**src/rtl/seg7_pkg.sv**
```systemverilog
// Shared constants, scan FSM state encoding and width helper for the seg7 scan controller.
package seg7_pkg;

  localparam logic [6:0] SEG_DASH = 7'b1000000;
  localparam logic [6:0] SEG_OFF  = 7'b0000000;

  typedef logic [0:0] scan_state_t;
  localparam scan_state_t ST_BLANK = 1'b0;
  localparam scan_state_t ST_DRIVE = 1'b1;

  // Minimum width of 1 so a single-value counter still gets a real bit.
  function automatic int clog2(input int value);
    int w;
    w = 1;
    while ((1 << w) < value) w++;
    return w;
  endfunction

endpackage

```
**src/rtl/seg7_scan_ctrl_dec.sv**
```systemverilog
// BCD to seven-segment decoder, segments {g,f,e,d,c,b,a} active-high; codes above 9 give SEG_OFF.
module seg7_scan_ctrl_dec (
  input  logic [3:0] i_code,
  output logic [6:0] o_seg
);
  import seg7_pkg::*;

  always_comb begin
    o_seg = SEG_OFF;
    case (i_code)
      4'd0: o_seg = 7'b0111111;
      4'd1: o_seg = 7'b0000110;
      4'd2: o_seg = 7'b1011011;
      4'd3: o_seg = 7'b1001111;
      4'd4: o_seg = 7'b1100110;
      4'd5: o_seg = 7'b1101101;
      4'd6: o_seg = 7'b1111101;
      4'd7: o_seg = 7'b0000111;
      4'd8: o_seg = 7'b1111111;
      4'd9: o_seg = 7'b1101111;
      default: o_seg = SEG_OFF;
    endcase
  end

endmodule

```
**src/rtl/seg7_scan_ctrl.sv**
```systemverilog
// Multiplexed seven-segment scan controller: snapshot register, slot timer, BLANK/DRIVE FSM.
// Optional leading-zero blanking is compiled in with SEG7_SCAN_LZB_EN.
module seg7_scan_ctrl #(
  parameter int NUM_DIGITS   = 4,
  parameter int SLOT_CYCLES  = 50000,
  parameter int BLANK_CYCLES = 500,
  parameter bit DIG_ACT_LOW  = 1'b1
) (
  input  logic                    i_clk,
  input  logic                    i_reset,
  input  logic [4*NUM_DIGITS-1:0] i_bcd_in,
  input  logic                    i_load,
  input  logic                    i_blank_all,
  output logic [6:0]              o_seg,
  output logic [NUM_DIGITS-1:0]   o_dig_en,
  output logic                    o_slot_tick,
  output logic [0:0]              o_dbg_state
);
  import seg7_pkg::*;

  localparam int IDX_W = clog2(NUM_DIGITS);
  localparam int CNT_W = clog2(SLOT_CYCLES);
  localparam logic [CNT_W-1:0] CNT_LAST = CNT_W'(SLOT_CYCLES - 1);
  localparam logic [CNT_W-1:0] CNT_PRE  = CNT_W'(SLOT_CYCLES - 2);
  localparam logic [CNT_W-1:0] CNT_BLK  = CNT_W'(BLANK_CYCLES - 1);
  localparam logic [IDX_W-1:0] IDX_LAST = IDX_W'(NUM_DIGITS - 1);
  localparam logic [NUM_DIGITS-1:0] DIG_OFF = {NUM_DIGITS{DIG_ACT_LOW}};

  logic [4*NUM_DIGITS-1:0] r_snap;
  logic [IDX_W-1:0]        r_idx;
  logic [CNT_W-1:0]        r_cnt;
  scan_state_t             r_state;
  logic [6:0]              r_seg;
  logic [NUM_DIGITS-1:0]   r_dig;
  logic                    r_tick;
  logic                    r_hide;

  logic [3:0]            w_code;
  logic [6:0]            w_dec;
  logic [6:0]            w_seg_nxt;
  logic [NUM_DIGITS-1:0] w_onehot;
  logic                  w_hide;
  logic                  w_zero_run;

  always_comb begin
    w_code   = 4'd0;
    w_onehot = '0;
    for (int i = 0; i < NUM_DIGITS; i++) begin
      if (r_idx == IDX_W'(i)) begin
        w_code      = r_snap[4*i +: 4];
        w_onehot[i] = 1'b1;
      end
    end
  end

  // A digit is hidden when it and every digit above it are zero; digit 0 is never hidden.
  always_comb begin
    w_hide     = 1'b0;
    w_zero_run = 1'b1;
`ifdef SEG7_SCAN_LZB_EN
    for (int i = NUM_DIGITS - 1; i >= 1; i--) begin
      w_zero_run = w_zero_run & (r_snap[4*i +: 4] == 4'd0);
      if (r_idx == IDX_W'(i)) w_hide = w_zero_run;
    end
`else
    w_hide     = 1'b0;
    w_zero_run = 1'b0;
`endif
  end

  seg7_scan_ctrl_dec u_dec (
    .i_code (w_code),
    .o_seg  (w_dec)
  );

  always_comb begin
    w_seg_nxt = w_dec;
    if (w_hide)            w_seg_nxt = SEG_OFF;
    else if (w_code > 4'd9) w_seg_nxt = SEG_DASH;
  end

  always_ff @(posedge i_clk) begin
    if (i_reset) begin
      r_snap  <= '0;
      r_idx   <= '0;
      r_cnt   <= '0;
      r_state <= ST_BLANK;
      r_seg   <= SEG_OFF;
      r_dig   <= DIG_OFF;
      r_tick  <= 1'b0;
      r_hide  <= 1'b0;
    end else begin
      if (i_load) r_snap <= i_bcd_in;
      r_cnt  <= (r_cnt == CNT_LAST) ? '0 : r_cnt + 1'b1;
      r_tick <= (r_cnt == CNT_PRE);
      r_dig  <= DIG_OFF;
      // seg and the hide decision are latched once per slot, at BLANK->DRIVE only.
      case (r_state)
        ST_BLANK: begin
          if (r_cnt == CNT_BLK) begin
            r_state <= ST_DRIVE;
            r_seg   <= w_seg_nxt;
            r_hide  <= w_hide;
            if (!i_blank_all && !w_hide) r_dig <= w_onehot ^ DIG_OFF;
          end
        end
        ST_DRIVE: begin
          if (r_cnt == CNT_LAST) begin
            r_state <= ST_BLANK;
            r_seg   <= SEG_OFF;
            r_idx   <= (r_idx == IDX_LAST) ? '0 : r_idx + 1'b1;
          end else if (!i_blank_all && !r_hide) begin
            r_dig <= w_onehot ^ DIG_OFF;
          end
        end
        default: r_state <= ST_BLANK;
      endcase
    end
  end

  assign o_seg       = r_seg;
  assign o_dig_en    = r_dig;
  assign o_slot_tick = r_tick;
  assign o_dbg_state = r_state;

endmodule

```
**config.mk**
```make
export PLATFORM = sky130hd
export DESIGN_NAME = seg7_scan_ctrl
export DESIGN_NICKNAME = d
export VERILOG_FILES = /design/src/rtl/seg7_pkg.sv /design/src/rtl/seg7_scan_ctrl_dec.sv /design/src/rtl/seg7_scan_ctrl.sv
export SDC_FILE = /design/constraint.sdc
export NUM_CORES = 1
export LEC_CHECK = 0
export BUFFER_PORTS_ARGS = -buffer_cell sky130_fd_sc_hd__buf_2
export CORE_MARGIN = 1.5
export CORE_UTILIZATION = 55
export DETAILED_ROUTE_END_ITERATION = 7
export HOLD_SLACK_MARGIN = 0.12
export PLACE_DENSITY = 0.84
export SLEW_MARGIN = 20
export SYNTH_ARGS = -nofsm -noshare
export SYNTH_HDL_FRONTEND = slang
export SYNTH_SLANG_ARGS = --single-unit
```
**constraint.sdc**
```tcl
create_clock -name i_clk -period 3.19 [get_ports i_clk]
set_input_delay 0.319 -clock i_clk [delete_from_list [all_inputs] [get_ports i_clk]]
set_output_delay 0.319 -clock i_clk [all_outputs]
set_load 0.005 [all_outputs]
```
# Word level (Yosys, flattened, before mapping)
# Memory sizes are Yosys's and may differ from the RTL's.
# Cells that the tools add are included.
# word_totals
mem_count	1
rom_bits	112
ram_bits	0
latchBits	0
input_bits	20
out_inout_bits	13
elab_cells	45
reg_bits	47
# op_classes
magnitude_cmp	1
addsub	2
n_mux	20
n_bitwise	2
n_shift	0
div_mod_pow	0
n_reduce_logical	4
n_eq_ne	8
mul	0
# memory_table
memory	depth	word_bits	rd	rd_ports_with_merged_regs	write_ports	line	source
(no name shown)	16	7	1	0	0	seg7_scan_ctrl_dec.sv:10	case (i_code)
# op_table
operator	count
equality test 16 bit (second input constant)	2
2-to-1 mux 4 bit	7
2-to-1 mux 7 bit	3
adder 16 x 1 -> 16 bit (second input constant)	1
equality test 16 x 9 -> 1 bit (second input constant)	1
one-hot mux 7 bit (2 select lines)	1
one-hot mux 4 bit (2 select lines)	1
2-to-1 mux 1 bit	6
equality test 2 bit (second input constant)	2
> comparator 4 bit (second input constant)	1
inverter 4 bit	1
AND reduction 2 bit	2
adder 2 x 1 -> 2 bit (second input constant)	1
equality test 2 x 1 -> 1 bit (second input constant)	1
zero test 2 bit	1
2-to-1 mux 2 bit	1
inequality test 2 x 1 -> 1 bit (second input constant)	1
inequality test 2 bit (second input constant)	1
one-hot mux 1 bit (2 select lines)	1
OR reduction 2 bit	1
inverter 1 bit	1

# Depth between registers and ports, before layout
# Gate-level depths: netlist of run 1.
# logic_depth
ltp_word	9
mapped_depth	12
depth_no_buf	12

# Hierarchy
# Synthesis of run 1 repeated with hierarchy kept, for this count alone.
# unflattened
cells_unflattened	248
area_unflattened_um2	2336.0
# modules_own_cells
module	cells_each	area_each_um2	n_inst
seg7_scan_ctrl	220	2117.0	1
seg7_scan_ctrl_dec	28	219.0	1

# Least setup slack after synthesis of run 1
# Ideal clock, no wire load.
# synth_path
kind	reg2reg
start	reg r_idx[0]
end	reg r_seg[3], in the netlist o_seg[3]
stages_incl_launch_ff	11
arrival_ps	2547
setup_slack_ps	580
synth_period_minus_slack_ps	2610
path_cell_list	dfxtp_1 > inv_1 > ha_1 > clkbuf_1 > nor3b_1 > a221oi_1 > inv_1 > ha_1 > a2111oi_0 > nand2_1 > nand3_1
# synth_between
elab_chain_len	9
word_cells_on_any_way	13
cone_classes	order compare: 1; eq/ne: 3; mux: 7; reduce/logical: 1; memory: 1
# synth_lines
item	line	source
start, declared	seg7_scan_ctrl.sv:30	logic [IDX_W-1:0] r_idx;
start signal, assigned	seg7_scan_ctrl.sv:111	r_idx <= (r_idx == IDX_LAST) ? '0 : r_idx + 1'b1;
zero test 2 bit	seg7_scan_ctrl.sv:49	if (r_idx == IDX_W'(i)) begin
2-to-1 mux 4 bit (3 in a row)	seg7_scan_ctrl.sv:49	
2-to-1 mux 4 bit (*)	seg7_scan_ctrl.sv:49	
memory read (16 x 7 bit) / > comparator 4 bit (equally long branches)	-	
2-to-1 mux 7 bit (*)	seg7_scan_ctrl.sv:79	else if (w_code > 4'd9) w_seg_nxt = SEG_DASH;
2-to-1 mux 7 bit (*)	seg7_scan_ctrl.sv:100	if (r_cnt == CNT_BLK) begin
one-hot mux 7 bit (2 select lines) (*)	seg7_scan_ctrl.sv:98	case (r_state)
end signal, assigned	seg7_scan_ctrl.sv:102	r_seg <= w_seg_nxt;
end, declared	seg7_scan_ctrl.sv:33	logic [6:0] r_seg;
# Mark *: on every way between the ends. The rest lies on a longest branch, timed or not. The select of a mux whose other input is x is not followed.
# A chain may end at the register's enable or synchronous reset.

# Worst setup path after layout of run 1
# Ends and elaborated chain as after synthesis.

==> results of run 1 <==
## logic make-up after synthesis
family,synth area share
adders and majority gates,0.0731
xor gates and xnor gates,0.0551
buffers and inverters,0.0337
muxes,0.0720
AOI/OAI and AO/OA,0.0872
DFF,0.423
and+or+nand+nor,0.256
## Yosys cell counts, drive strengths merged (2+ instances only)
cell type | count | area, sq um
mux2i | 16 | 160
nor4 | 6 | 58.8
nand3 | 8 | 40.0
dfxtp | 47 | 941
ha | 13 | 163
nor3 | 2 | 10.0
xor2 | 9 | 78.8
nand3b | 5 | 37.5
nor2 | 38 | 143
and2 | 2 | 12.5
nor3b | 3 | 22.5
nand4 | 5 | 31.3
a21oi | 9 | 48.8
a211oi | 3 | 22.5
xnor2 | 5 | 43.8
nand2 | 26 | 100
o21ai | 4 | 20.0
and3 | 4 | 27.5
a221o | 2 | 20.0
and4 | 3 | 26.3
inv | 8 | 30.0
clkbuf | 6 | 22.5
a21o | 2 | 15.0
buf | 4 | 22.5
a221oi | 3 | 26.3
## worst max path at each step
| stage | from | to | slack, ns |
|---|---|---|---|
| 3_3_place_gp | r_idx[0]$_SDFFE_PP0P_ | o_seg[3]$_SDFFE_PP0P_ | 0.81 |
| 5_1_grt | r_idx[0]$_SDFFE_PP0P_ | o_seg[0]$_SDFFE_PP0P_ | 0.37 |
| 3_5_place_dp | r_idx[0]$_SDFFE_PP0P_ | o_seg[3]$_SDFFE_PP0P_ | 0.70 |
| 2_1_floorplan | r_idx[0]$_SDFFE_PP0P_ | o_seg[3]$_SDFFE_PP0P_ | 0.58 |
| 6_report | r_idx[0]$_SDFFE_PP0P_ | o_seg[3]$_SDFFE_PP0P_ | 0.67 |
| 4_1_cts | r_idx[0]$_SDFFE_PP0P_ | o_seg[3]$_SDFFE_PP0P_ | 0.68 |
## final cells by class
type	count	area (sq um)	share of cell area
Clock inverter	2	12.5	0.00502
Timing Repair Buffer	33	168	0.0673
Sequential cell	47	941	0.378
Tap cell	48	60.1	0.0241
Inverter	8	30.0	0.0120
Clock buffer	6	72.6	0.0291
Multi-Input combinational cell	180	1210	0.485
## cell usage in the layout, fill, tap and decap left out, drive strengths merged, types with 2 or more instances in the layout
| master | n |
|---|---|
| nand3 | 8 |
| nand4 | 5 |
| a21oi | 9 |
| xnor2 | 5 |
| nand2 | 26 |
| a211oi | 3 |
| ha | 13 |
| and4 | 3 |
| nor2 | 38 |
| clkbuf | 6 |
| a221o | 2 |
| mux2i | 16 |
| o21ai | 4 |
| dfxtp | 47 |
| xor2 | 9 |
| nor3b | 3 |
| and3 | 4 |
| nand3b | 5 |
| and2 | 2 |
| inv | 8 |
| a21o | 2 |
| nor4 | 6 |
| a221oi | 3 |
| nor3 | 2 |
| buf | 33 |
## routing by layer
layer / wire length (um) / vias to the layer above
met5: 0 / -
met4: 61 / 0
met1: 2030 / 832
met3: 195 / 6
met2: 1930 / 35
li1: - / 911
## registers in the layout, summed over array words and instances (netlist names)
name and count:
o_dbg_state 1, o_dig_en 4, o_seg 7, o_slot_tick 1, r_cnt 16, r_idx 2, r_snap 16
## worst max-delay path, stage by stage (launching register included)
cell and delay (ns):
dfxtp_1 0.41, ha_1 0.49, a211oi_1 0.09, a221oi_1 0.29
buf_4 0.20, inv_1 0.09, ha_1 0.20, a2111oi_0 0.49
nand2_1 0.11, nand3_1 0.09
## power by group through the flow
stage	Sequential, mW	Combinational [mW]	Clock (mW)
3_5_place_dp	0.626	0.0830	0
4_1_cts	0.612	0.0839	0.357
3_3_place_gp	0.625	0.0818	0
2_1_floorplan	0.622	0.0611	0
6_report	0.612	0.0832	0.350
5_1_grt	0.614	0.0946	0.378
## per-stage QoR
stage | hold WS [ns] | cells | area (sq um)
6_report | 0.243 | 324 | 2490
5_1_grt | 0.248 | 324 | 2490
4_1_cts | 0.243 | 324 | 2490
3_5_place_dp | 0.444 | 316 | 2410
3_3_place_gp | 0.435 | 316 | 2410
2_1_floorplan | 0.437 | 245 | 2220
==> metrics.md, run 1 <==
| Metric | Value |
|---|---|
| Status | finished, final reports clean |
| First-pass GRT wire length | 6980 um |
| Post-Synthesis Cells | 245 |
| Row count | 22 |
| Final setup fails | 0 |
| GR Layer Usage met1 | 0.253 |
| Fmax | ~400 MHz |
| Setup WS post-layout | around 0.67 ns |
| Met2 usage | 0.336 |
| Vias in the first global route | roughly 1600 |
| GRT Util Overall | 0.206 |
| RSZ-0062 raised after global routing | false |
| Routed vias | 1784 |
| Slew @ Worst Pin | 0.883 ns |
| Sequential fraction of design power | 0.586 |
| CTS Root Cell | clkbuf_8 |
| NetSw | about 250 uW |
| Crit path kind | reg -> reg |
| LEAKAGE | between 1 and 1.5 nW |
| VDD IR max | 0.264 mV |
| Clk network pwr share | 0.335 |
| Hold-critical path depth | 3 |
| Period utilization | 0.790 |
| Total CTS buffers | 5 |
| Pins over their slew limit | 0 |
| Synth Cell Area | roughly 0.0022 sq mm |
| WHS Endpoint | r_snap[8]$_SDFFE_PP0P_ |
| Share of layout cells above drive strength 1 | 0.170 |
| Met3 GRT Util | 0.0574 |
| CTS Hold Bufs | 0 |
| CTS tree | done |
| Initial DRC count | between 100 and 150 |
| FFs w/ async S/R, synth | 0 |
| Crit path required time | approximately 3.4 ns |
| Largest net degree at the start of global routing | 25 |
| Grt total ovfl | 0 |
| Htree depth | 2 |
| Reg2Reg Setup Slack | ~0.67 ns |
| DP Wirelength | 3100 um |
| Crit-path max FO | 16 |
| Yosys reg bits | 47 |
| Hold_sp | i_bcd_in[8] |
| Area Growth Syn to Fin | 12.0% |
| Initial Utilization | 0.590 |
| DRC Markers | 0 |
| Via density | about 5.5 |
| YS warnings | 0 |
| Slew Limit Headroom | 0.411 |
| GRT busiest layer | met2 |
| Antenna viol nets, final | 0 |
| CTS clk-pin slew, worst paths | 0.09 ns |
| Die area | roughly 0.0044 sq mm |
| Startpoint Class | register |
| PostCTS Resize Cnt | 0 |
| Number of synthesized flops with an enable pin | 0 |
| Switch share | 0.243 |
| I/O pins | 33 |
| Worst endpoint data arrival time | around 2.8 ns |
| Total power | approximately 1.0 mW |
| Total core area | 0.00377 sq mm |
| Worst reg-to-reg path cell count | 9 |
| Final hold viol count | 0 |
| Ant diodes | 0 |
| Max cap viols | 0 |
| Final wirelength | approximately 4200 um |
| Crit path time final | about 2.5 ns |
| Gpl congestion | around 0.95 |
| RR Endpoint | o_seg[3]$_SDFFE_PP0P_ |
| Final nets | between 300 and 400 |
| Syn nets | 278 |
| Seq/Total Area, Yosys | 0.423 |
| Setup TNS | 0 ns |
| Post-Place Setup Slack | between 0.6 and 0.7 ns |
| Core Util, Final | 0.661 |
| RR Startpoint | r_idx[0]$_SDFFE_PP0P_ |
| Pwr dens | approximately 420 mW/mm^2 |
| Crit. End Element | register |
| Distinct cells, synth | 44 |
| Die width | roughly 67 um |
| Clock Sinks | 47 |
| Setup Skew | roughly 0.0096 ns |
| HP Class | in -> reg |
| Port bufs | 32 |
| Syn avg cell area | between 9 and 10 sq um |
| Die H | between 60 and 70 um |
| Filler cell count | roughly 340 |
| Comb pwr share | 0.080 |
| Initial antenna violation count | 0 |
| Clock buffer depth | 2 |
| Post-CTS setup repair buffer count | 0 |
| Pint | about 800 uW |
| Clock latency on the worst-skew pair | ~0.3 ns |
| Drt pass-1 iters | 4 |
| Wire per inst | approximately 13 um |
| Top_reg_cell synth | dfxtp_1 |
Note: power is estimated with default switching activity, not from simulation.
==> inputs of run 2 (changes only) <==
--- a/config.mk
+++ b/config.mk
@@ -5,6 +5,7 @@
 export SDC_FILE = /design/constraint.sdc
 export NUM_CORES = 1
 export LEC_CHECK = 0
+export ABC_AREA = 1
 export BUFFER_PORTS_ARGS = -buffer_cell sky130_fd_sc_hd__buf_2
 export CORE_MARGIN = 1.5
 export CORE_UTILIZATION = 55
==> constraint.sdc (replaced) <==
create_clock -name i_clk -period 2.6 [get_ports i_clk]
set_input_delay 0.26 -clock i_clk [delete_from_list [all_inputs] [get_ports i_clk]]
set_output_delay 0.26 -clock i_clk [all_outputs]
set_load 0.005 [all_outputs]
==> metrics.md, run 2 <==
| Metric | Value |
|---|---|
| Setup WS post-layout | 0.225 ns (was 0.671 ns) |
| Status | finished, final reports clean (unchanged) |
| Pins over their slew limit | 0 (unchanged) |
| Share of layout cells above drive strength 1 | 0.206 (was 0.170) |
| CP max stage delay | 0.38 ns (was 0.49 ns) |
| RSZ-0062 raised after global routing | false (unchanged) |
| Clock latency on the worst-skew pair | 0.30 ns (about the same) |
| Multi-input gate area | 0.00130 sq mm (was 0.00121 sq mm) |
| Slew Limit Headroom | 0.673 (was 0.411) |
| Register area | 941 sq um (unchanged) |
| Number of synthesized flops with an enable pin | 0 (unchanged) |
| WP buf/inv | 2 (unchanged) |
| Post-CTS setup repair buffer count | 0 (unchanged) |
| Initial antenna violation count | 0 (unchanged) |
| Yosys reg bits | 47 (unchanged) |
| Synth Cell Area | 0.00243 sq mm (was 0.00222 sq mm) |
| Wl on met1 | 2350 um (was 2030 um) |
| Die H | 69.4 um (was 66.6 um) |
| Total core area | 0.00412 sq mm (was 0.00377 sq mm) |
| Final nets | 381 (was 308) |
| Initial Utilization | 0.590 (about the same) |
| Via density | 5.29 (was 5.51) |
| Pwr dens | 478 mW/mm^2 (was 419 mW/mm^2) |
| Setup TNS | 0 ns (unchanged) |
| Synth top area share | 0.388 (was 0.423) |
| RR Startpoint | r_idx[0]$_SDFFE_PP0P_ (unchanged) |
| Area Growth Syn to Fin | 11.1% (was 12.0%) |
| Clock Sinks | 47 (unchanged) |
| Fmax | 421 MHz (was 397 MHz) |
| CP top delay family | compound AO/OA/AOI/OAI gates (unchanged) |
| Hold_sp | i_bcd_in[13] (was i_bcd_in[8]) |
| Largest net degree at the start of global routing | 20 (was 25) |
| Final setup fails | 0 (unchanged) |
| Core Util, Final | 0.655 (was 0.661) |
| Final wirelength | 4800 um (was 4220 um) |
| Vias in the first global route | 1985 (was 1617) |
| Wire per inst | 12.0 um (was 13.0 um) |
| FFs w/ async S/R, synth | 0 (unchanged) |
| DRC Markers | 0 (unchanged) |
| Startpoint Class | register (unchanged) |
| VDD IR max | 0.333 mV (was 0.264 mV) |
| Most frequent cells in the layout | dfxtp_1, nor2_1, nand2_1 (was dfxtp_1, nor2_1, buf_2) |
| Setup Skew | 0.00689 ns (was 0.00964 ns) |
| CTS Root Cell | clkbuf_8 (unchanged) |
| Period utilization | 0.913 (was 0.790) |
| Antenna viol nets, final | 0 (unchanged) |
| Die width | 69.4 um (was 66.6 um) |
| Slew @ Worst Pin | 0.489 ns (was 0.883 ns) |
| Clock buffer depth | 2 (unchanged) |
| Filler cell count | 359 (was 338) |
| Cell taking the most area after synthesis | dfxtp_1 (unchanged) |
| Hold slack | 0.181 ns (was 0.243 ns) |
| RR Endpoint | o_seg[2]$_SDFFE_PP0P_ (was o_seg[3]$_SDFFE_PP0P_) |
| Crit path kind | reg -> reg (unchanged) |
| Final hold viol count | 0 (unchanged) |
| Top-count cell post-synth | dfxtp_1 (unchanged) |
| Worst reg-to-reg path cell count | 12 (was 9) |
| HP Class | in -> reg (unchanged) |
| CTS Hold Bufs | 0 (unchanged) |
| Crit-path max FO | 7 (was 16) |
| Reg2Reg Setup Slack | 0.23 ns (was 0.67 ns) |
| Syn nets | 348 (was 278) |
| Distinct cells, synth | 39 (was 44) |
| WL met3 | 270 um (was 195 um) |
| GRT Util Overall | 0.217 (was 0.206) |
| Seq/Total Area, Yosys | 0.388 (was 0.423) |
| CTS tree | done (unchanged) |
| Port bufs | 32 (unchanged) |
| Crit-path cells | inv_1 > ha_1 > a21oi_1 > nand2_1 > a22oi_1 > inv_1 > ha_1 > or2_2 > nand2_2 > a21oi_4 > nand3_1 > a21oi_1 (was ha_1 > a211oi_1 > a221oi_1 > buf_4 > inv_1 > ha_1 > a2111oi_0 > nand2_1 > nand3_1) |
| I/O pins | 33 (unchanged) |
| Die area | 0.00482 sq mm (was 0.00444 sq mm) |
| Post-Synthesis Cells | 315 (was 245) |
| Slowest-stage cell, CP | dfxtp_1 (was ha_1) |
| Post-Place Setup Slack | 0.252 ns (was 0.698 ns) |
| DP Wirelength | 3600 um (was 3100 um) |
| Grt total ovfl | 0 (unchanged) |
| Max layer used | met4 (unchanged) |
| Routed vias | 2109 (was 1784) |
| PostCTS Resize Cnt | 0 (unchanged) |
| Initial DRC count | 100 (was 116) |
| Syn avg cell area | 7.70 sq um (was 9.08 sq um) |
| Routed wire length on met2 | 2070 um (was 1930 um) |
| Hold-critical path depth | 3 (unchanged) |
| YS warnings | 0 (unchanged) |
| Worst endpoint data arrival time | 2.55 ns (was 2.76 ns) |
| Gpl congestion | 0.855 (was 0.946) |
| Total CTS buffers | 5 (unchanged) |
| WHS Endpoint | r_snap[13]$_SDFFE_PP0P_ (was r_snap[8]$_SDFFE_PP0P_) |
| Crit path time final | 2.37 ns (was 2.52 ns) |
| Most common library cell in the layout ignoring fill and taps | dfxtp_1 (unchanged) |
| Top_reg_cell synth | dfxtp_1 (unchanged) |
| Ant diodes | 0 (unchanged) |
| CTS clk-pin slew, worst paths | 0.08 ns (was 0.09 ns) |
| Crit path required time | 2.78 ns (was 3.43 ns) |
| Htree depth | 2 (unchanged) |
| Row count | 23 (was 22) |
| First-pass GRT wire length | 8640 um (was 6980 um) |
| LEAKAGE | 1.10 nW (was 1.05 nW) |
| Crit. End Element | register (unchanged) |
| Most frequent cells after synthesis | dfxtp_1, nor2_1, nand2_1 (unchanged) |
| Max cap viols | 0 (unchanged) |
| Synth area leaders | dfxtp_1, nor2_1, ha_1 (was dfxtp_1, ha_1, mux2i_1) |
| Drt pass-1 iters | 4 (unchanged) |
run 2: changes by cell type after synthesis, moves of 5 or more:
cell / before / now
a21oi_1: 8 / 22
nand2_1: 25 / 41
inv_2: 0 / 5
xor2_1: 9 / 3
o21ai_0: 1 / 18
nand2_2: 1 / 7
xnor2_1: 5 / 0
nor2_1: 38 / 45
nand3_1: 8 / 32
inv_1: 8 / 31
mux2i_1: 16 / 0
run 2: worst register-to-register path, cell delays in order (launching register included):
cell and delay (ns):
dfxtp_1 0.38, inv_1 0.10, ha_1 0.29, a21oi_1 0.15, nand2_1 0.06, a22oi_1 0.30, inv_1 0.16, ha_1 0.20
or2_2 0.31, nand2_2 0.09, a21oi_4 0.07, nand3_1 0.09, a21oi_1 0.07
run 2: metal layers:
| metal | track usage | vias to the layer above |
|---|---|---|
| met3 | 0.0465 | 12 |
| met1 | 0.299 | 934 |
| li1 | - | 1103 |
| met5 | 0 | - |
| met4 | 0.0806 | 0 |
| met2 | 0.335 | 60 |
run 2: logic make-up after synthesis:
logic type,Yosys count,synth area share
compound gates,47,0.111
xor+xnor,3,0.0108
fa+ha+maj,13,0.0670
buf+inv,44,0.0753
flops,47,0.388
simple gates,161,0.348
run 2: power by group:
group / switching (mW) / internal (mW)
registers: 0.0123 / 0.740
clock network: 0.234 / 0.188
logic: 0.0716 / 0.0414
run 2: per-stage QoR:
step | cells | cell area [sq um] | total power, mW
after global placement | 391 | 2610 | 0.878
after detailed placement | 391 | 2610 | 0.881
after CTS | 399 | 2700 | 1.31
after floorplan | 315 | 2430 | 0.847
final | 399 | 2700 | 1.29
after global routing | 399 | 2700 | 1.35
run 2: how the worst max path moves through the flow:
| stage | endpoint | slack, ns | from | depth (start not counted) |
|---|---|---|---|---|
| floorplan | o_seg[5]$_SDFFE_PP0P_ | 0.47 | r_idx[0]$_SDFFE_PP0P_ | 12 |
| global placement | o_seg[0]$_SDFFE_PP0P_ | 0.36 | r_idx[0]$_SDFFE_PP0P_ | 12 |
| detailed placement | o_seg[2]$_SDFFE_PP0P_ | 0.25 | r_idx[0]$_SDFFE_PP0P_ | 12 |
| CTS | o_seg[2]$_SDFFE_PP0P_ | 0.24 | r_idx[0]$_SDFFE_PP0P_ | 12 |
| global route | o_seg[3]$_SDFFE_PP0P_ | 0.04 | r_idx[0]$_SDFFE_PP0P_ | 12 |
| finish | o_seg[2]$_SDFFE_PP0P_ | 0.23 | r_idx[0]$_SDFFE_PP0P_ | 12 |
run 2: layout make-up:
class,instances,area share
inverters,38,0.0534
clock inverters,2,0.00464
repair buffers,32,0.0594
well taps,50,0.0232
multi-input cells,224,0.483
clock buffers,6,0.0269
flip-flops and latches,47,0.349
